**src/rtl/button_pkg.sv**
```systemverilog
// Shared types and 50 MHz default timing for the push-button debouncer.
// Used by button_debouncer (optional long-press via BUTTON_DEBOUNCER_LONG_PRESS_EN).
package button_pkg;

    typedef enum logic [1:0] {
        IDLE,
        PRESS_WAIT,
        PRESSED,
        RELEASE_WAIT
    } button_state_t;

    localparam int unsigned DEBOUNCE_CYCLES_DEFAULT   = 50_000;
    localparam int unsigned LONG_PRESS_CYCLES_DEFAULT = 50_000_000;

    function automatic int unsigned cnt_width(input int unsigned n);
        return (n < 2) ? 1 : $clog2(n);
    endfunction

endpackage

```
**src/rtl/sync_2ff.sv**
```systemverilog
// Two-flop synchronizer for a single asynchronous input bit.
// Both stages clear to 0 on reset.
module sync_2ff (
    input  logic clock,
    input  logic reset_s2_n,
    input  logic d,
    output logic q
);

    logic meta;

    always_ff @(posedge clock or negedge reset_s2_n) begin
        if (!reset_s2_n) begin
            meta <= 1'b0;
            q    <= 1'b0;
        end else begin
            meta <= d;
            q    <= meta;
        end
    end

endmodule

```
**src/rtl/button_debouncer.sv**
```systemverilog
// Debounced push button with press/release pulses and held level.
// Define BUTTON_DEBOUNCER_LONG_PRESS_EN to enable the long_press pulse.
module button_debouncer
    import button_pkg::*;
#(
    parameter int unsigned DEBOUNCE_CYCLES   = DEBOUNCE_CYCLES_DEFAULT,
    parameter int unsigned LONG_PRESS_CYCLES = LONG_PRESS_CYCLES_DEFAULT
) (
    input  logic clock,
    input  logic reset_s2_n,
    input  logic button_n,
    output logic button_pressed,
    output logic button_released,
    output logic button_held,
    output logic long_press
);

    localparam int unsigned    DW      = cnt_width(DEBOUNCE_CYCLES);
    localparam logic [DW-1:0]  DB_LAST = DW'(DEBOUNCE_CYCLES - 1);

    logic          btn_sync;
    button_state_t state;
    button_state_t state_nxt;
    logic [DW-1:0] count;
    logic [DW-1:0] count_nxt;
    logic          in_wait;
    logic          fire_press;
    logic          fire_release;

    sync_2ff u_sync (
        .clock      (clock),
        .reset_s2_n (reset_s2_n),
        .d          (!button_n),
        .q          (btn_sync)
    );

    always_comb begin
        state_nxt = state;
        unique case (state)
            IDLE: begin
                if (btn_sync) state_nxt = PRESS_WAIT;
            end
            PRESS_WAIT: begin
                if (!btn_sync)             state_nxt = IDLE;
                else if (count == DB_LAST) state_nxt = PRESSED;
            end
            PRESSED: begin
                if (!btn_sync) state_nxt = RELEASE_WAIT;
            end
            RELEASE_WAIT: begin
                if (btn_sync)              state_nxt = PRESSED;
                else if (count == DB_LAST) state_nxt = IDLE;
            end
            default: state_nxt = IDLE;
        endcase
    end

    assign in_wait      = (state == PRESS_WAIT) || (state == RELEASE_WAIT);
    assign fire_press   = (state == PRESS_WAIT) && (state_nxt == PRESSED);
    assign fire_release = (state == RELEASE_WAIT) && (state_nxt == IDLE);

    // Every state change restarts the stability count from zero.
    always_comb begin
        count_nxt = '0;
        if (state_nxt == state && in_wait) count_nxt = count + 1'b1;
    end

    always_ff @(posedge clock or negedge reset_s2_n) begin
        if (!reset_s2_n) begin
            state           <= IDLE;
            count           <= '0;
            button_pressed  <= 1'b0;
            button_released <= 1'b0;
            button_held     <= 1'b0;
        end else begin
            state           <= state_nxt;
            count           <= count_nxt;
            button_pressed  <= fire_press;
            button_released <= fire_release;
            button_held     <= (state_nxt == PRESSED)
                            || (state_nxt == RELEASE_WAIT);
        end
    end

`ifdef BUTTON_DEBOUNCER_LONG_PRESS_EN
    localparam int unsigned    HW        = cnt_width(LONG_PRESS_CYCLES);
    localparam logic [HW-1:0]  HOLD_LAST = HW'(LONG_PRESS_CYCLES - 1);

    logic [HW-1:0] hold_cnt;
    logic          hold_run;
    logic          long_q;

    // Hold time survives release bounces; it saturates so the pulse fires once.
    assign hold_run = ((state == PRESSED) || (state == RELEASE_WAIT))
                   && (hold_cnt != HOLD_LAST);

    always_ff @(posedge clock or negedge reset_s2_n) begin
        if (!reset_s2_n) begin
            hold_cnt <= '0;
            long_q   <= 1'b0;
        end else begin
            long_q <= hold_run && ((hold_cnt + 1'b1) == HOLD_LAST);
            if (fire_press)    hold_cnt <= '0;
            else if (hold_run) hold_cnt <= hold_cnt + 1'b1;
        end
    end

    assign long_press = long_q;
`else
    logic unused_long_cfg;

    assign unused_long_cfg = ^LONG_PRESS_CYCLES;
    assign long_press      = 1'b0;
`endif

endmodule

```
**config.mk**
```make
export PLATFORM = sky130hd
export DESIGN_NAME = button_debouncer
export DESIGN_NICKNAME = d
export VERILOG_FILES = /design/src/rtl/button_pkg.sv /design/src/rtl/sync_2ff.sv /design/src/rtl/button_debouncer.sv
export SDC_FILE = /design/constraint.sdc
export NUM_CORES = 1
export LEC_CHECK = 0
export CAP_MARGIN = 20
export CORE_UTILIZATION = 40
export DETAILED_ROUTE_END_ITERATION = 10
export SYNTH_ARGS = -nofsm -noshare
export SYNTH_HDL_FRONTEND = slang
export SYNTH_SLANG_ARGS = --single-unit
```
**constraint.sdc**
```tcl
create_clock -name clock -period 1.7 [get_ports clock]
set_input_delay 0.34 -clock clock [delete_from_list [all_inputs] [get_ports clock]]
set_output_delay 0.34 -clock clock [all_outputs]
set_load 0.03 [all_outputs]
```
==> results.sh <==
export IMPL_outcome="finished with violations"
export IMPL_violations="setup timing"
export IMPL_cp_required_ns=1.90
export IMPL_place_area_um2=1200
export IMPL_syn_area_um2=1070
export IMPL_syn_area_per_cell_um2=10.5
export IMPL_setup_ws_ns=-0.00253
export IMPL_cts_htree_levels=1
export IMPL_critPathArrivalTime_ns=1.90
export IMPL_pin_count=7
export IMPL_grt_pass1_vias=725
export IMPL_clockBufferDepth=2
export IMPL_ant_nets=0
export IMPL_r2r_setup_slack_ns=-0.003
export IMPL_wire_per_inst_um=13.3
export IMPL_pwr_density_cell_nw_per_um2=630
export IMPL_place_congestion=0.726
export IMPL_drc_errors=0
export IMPL_start_util_pct=42.7
export IMPL_core_area_um2=2500
export IMPL_drt_wl_total_mm=1.97
export IMPL_cts_sinks=22
export IMPL_ys_ff_latch=22
export IMPL_worstPathCellList="or4b_4, nor4_4, nand2_1, mux2_4"
export IMPL_diodes=0
export IMPL_design_area_um2=1270
export IMPL_antenna_found_initial=0
export IMPL_p_leak_nw=0.536
export IMPL_cp_start_kind="flop"
export IMPL_cts_tree="yes"
export IMPL_dp_hpwl_mm=1.39
export IMPL_clkTransAtPathRegs_ns=0.11
export IMPL_rr_worst_depth=4
export IMPL_portBuffers=5
export IMPL_finalHoldViolCount=0
export IMPL_fin_crit_sh_pct=100
export IMPL_hold_path_class="reg -> reg"
export IMPL_firstDrtPassIters=4
export IMPL_critPathMaxFanout=2
export IMPL_yosysSeqAreaShare_pct=51.6
export IMPL_path_class="reg -> reg"
export IMPL_synth_area_leaders="dfrtp_1 52%, xnor2_1 6.6%, nor2_1 5.6%"
export IMPL_setup_viol=1
export IMPL_grtUsageTotal_pct=16.5
export IMPL_synth_fp_nets=106
export IMPL_gr_total_overflow=0
export IMPL_synth_cell_types=31
export IMPL_die_x_um=53.7
export IMPL_viasPerCell=5.16
export IMPL_grt_first_pass_wirelength_mm=3.19
export IMPL_cts_buffers=3
export IMPL_maxCapViolCount=0
export IMPL_syn_to_final_growth_pct=18.6
export IMPL_clock_skew_ns=0.00299
export IMPL_min_period_ns=1.70
export IMPL_initialDrtViolationCount=9
export IMPL_die_h_um=53.7
export IMPL_max_stage_delay_ns=0.55
export IMPL_yosys_area_top_type_share_pct=51.6
export IMPL_clock_latency_ns=0.30
export IMPL_end_kind="flop"
export IMPL_synthCells=102
export IMPL_layout_drive_gt1_share_pct=19.5
export IMPL_synth_top_cell_by_area="dfrtp_1"
export IMPL_vdd_drop_max_mv=0.546
export IMPL_root_buffer="clkbuf_4"
export IMPL_fmax_mhz=587
export IMPL_final_nets=124
export IMPL_drv_slew=0
export IMPL_crit_slowest_cell="or4b_4"
export IMPL_rows=18
export IMPL_die_area_um2=2880
export IMPL_vias=764
export IMPL_min_path_cells=0
export IMPL_grt_start_max_net_pins=23
export IMPL_holdWs_ns=0.360
export IMPL_rsz0062_at_grt="yes"
export IMPL_yosysWarnings=0
[cells in the final DEF, fill, tap and decap left out]
cell type and n:
dfrtp_1 22, nor2_1 16, buf_4 11, xnor2_1 8, nand4_1 6, xor2_1 5
nand3_1 5, nand2_1 4, inv_1 4, clkdlybuf4s50_1 4, clkbuf_4 3, or4b_4 2
nor4_2 2, and4_1 2, o21ai_0 2, or3_1 2, a21oi_1 2, nor3b_1 2
nand3_2 1, nand4b_1 1, nor4_4 1, mux2_4 1, or2_1 1, and3_1 1
and3_2 1, nor3_1 1, and2_1 1, nand4bb_1 1, nor4_1 1, nor4b_1 1
ha_1 1, conb_1 1, dlygate4sd2_1 1, buf_6 1
[cells in the mapped netlist]
master,count
a21oi_1,2
and2_1,1
and3_1,1
and3_2,1
and4_1,2
buf_4,1
buf_6,1
buf_8,1
clkbuf_1,1
conb_1,1
dfrtp_1,22
ha_1,1
inv_1,4
mux2_4,1
nand2_1,4
nand3_1,6
nand4_1,6
nand4b_1,1
nand4bb_1,1
nor2_1,16
nor3_1,1
nor3b_1,2
nor4_1,3
nor4_2,1
nor4b_1,1
o21ai_0,2
or2_1,1
or3_1,2
or4b_1,2
xnor2_1,8
xor2_1,5
[timing repair]
item,CTS,global route
endpoints found under the setup margin,11,16
gates resized for setup,4,4
hold buffers,0,0
gates cloned,0,0
pin swaps,4,3
setup buffers,0,1
hold endpoints to repair,0,0
[sequential cells by signal (all words and copies together) (netlist names)]
name	count
count	16
button_held	1
u_sync.q	1
u_sync.meta	1
state	1
button_released	1
button_pressed	1
[worst paths after layout]
kind                                  startpoint               endpoint
min in group asynchronous             reset_s2_n     count[7]$_DFF_PN0_
hold reg to reg            u_sync.meta$_DFF_PN0_     u_sync.q$_DFF_PN0_
max in group asynchronous             reset_s2_n     state[0]$_DFF_PN0_
hold / removal             u_sync.meta$_DFF_PN0_     u_sync.q$_DFF_PN0_
setup reg to reg             count[12]$_DFF_PN0_  button_held$_DFF_PN0_
setup / recovery             count[12]$_DFF_PN0_  button_held$_DFF_PN0_
[layer usage]
| layer | wire length (µm) | GRT usage, % | up-vias | share of wire, % |
|---|---|---|---|---|
| li1 | - | - | 387 | - |
| met1 | 923 | 20.7 | 363 | 47 |
| met2 | 929 | 26.5 | 10 | 47 |
| met3 | 56 | 2.54 | 4 | 2.8 |
| met4 | 55 | 10.5 | 0 | 2.8 |
| met5 | 0 | 0 | - | 0 |
[critical path: cells and delay by family (launching register included)]
family / cells / cell delay, ns
DFF: 1 / 0.39
muxes: 1 / 0.30
and+or+nand+nor: 3 / 0.90
[cell type report]
cell class                      count  area, µm²
Fill cell                         237       1230
Timing Repair Buffer               17        143
Tap cell                           30       37.5
Clock buffer                        3       22.5
Sequential cell                    22        551
Inverter                            4       15.0
Multi-Input combinational cell     72        498
[power breakdown]
group	switching, mW	internal, mW
Clock	0.145	0.0828
Combinational	0.0230	0.0135
Sequential	0.00420	0.529
Total	0.173	0.625
[cell families after synthesis]
kind of cell / Yosys count / synth area share, %
mux: 1 / 1.41
other cells: 1 / 0.351
xor+xnor: 13 / 10.7
flops: 22 / 51.6
buf+inv: 8 / 4.92
fa+ha+maj: 1 / 1.17
simple gates: 52 / 28.0
compound gates: 4 / 1.88
[through the flow]
| stage | total power [mW] | TNS [ns] | std cells | util (%) | setup WS [ns] |
|---|---|---|---|---|---|
| after floorplan | 0.564 | -0.00775 | 102 | - | -0.00775 |
| after detailed placement | 0.580 | -0.0588 | 144 | 48.0 | -0.0459 |
| after global routing | 0.844 | -0.106 | 148 | 50.7 | -0.0588 |
| final | 0.798 | -0.00253 | 148 | 50.7 | -0.00253 |
| after CTS | 0.810 | -0.0742 | 147 | 49.5 | -0.0648 |
| after global placement | 0.580 | -0.0236 | 144 | 48.0 | -0.0236 |
Note: power is estimated with default switching activity, not from simulation.
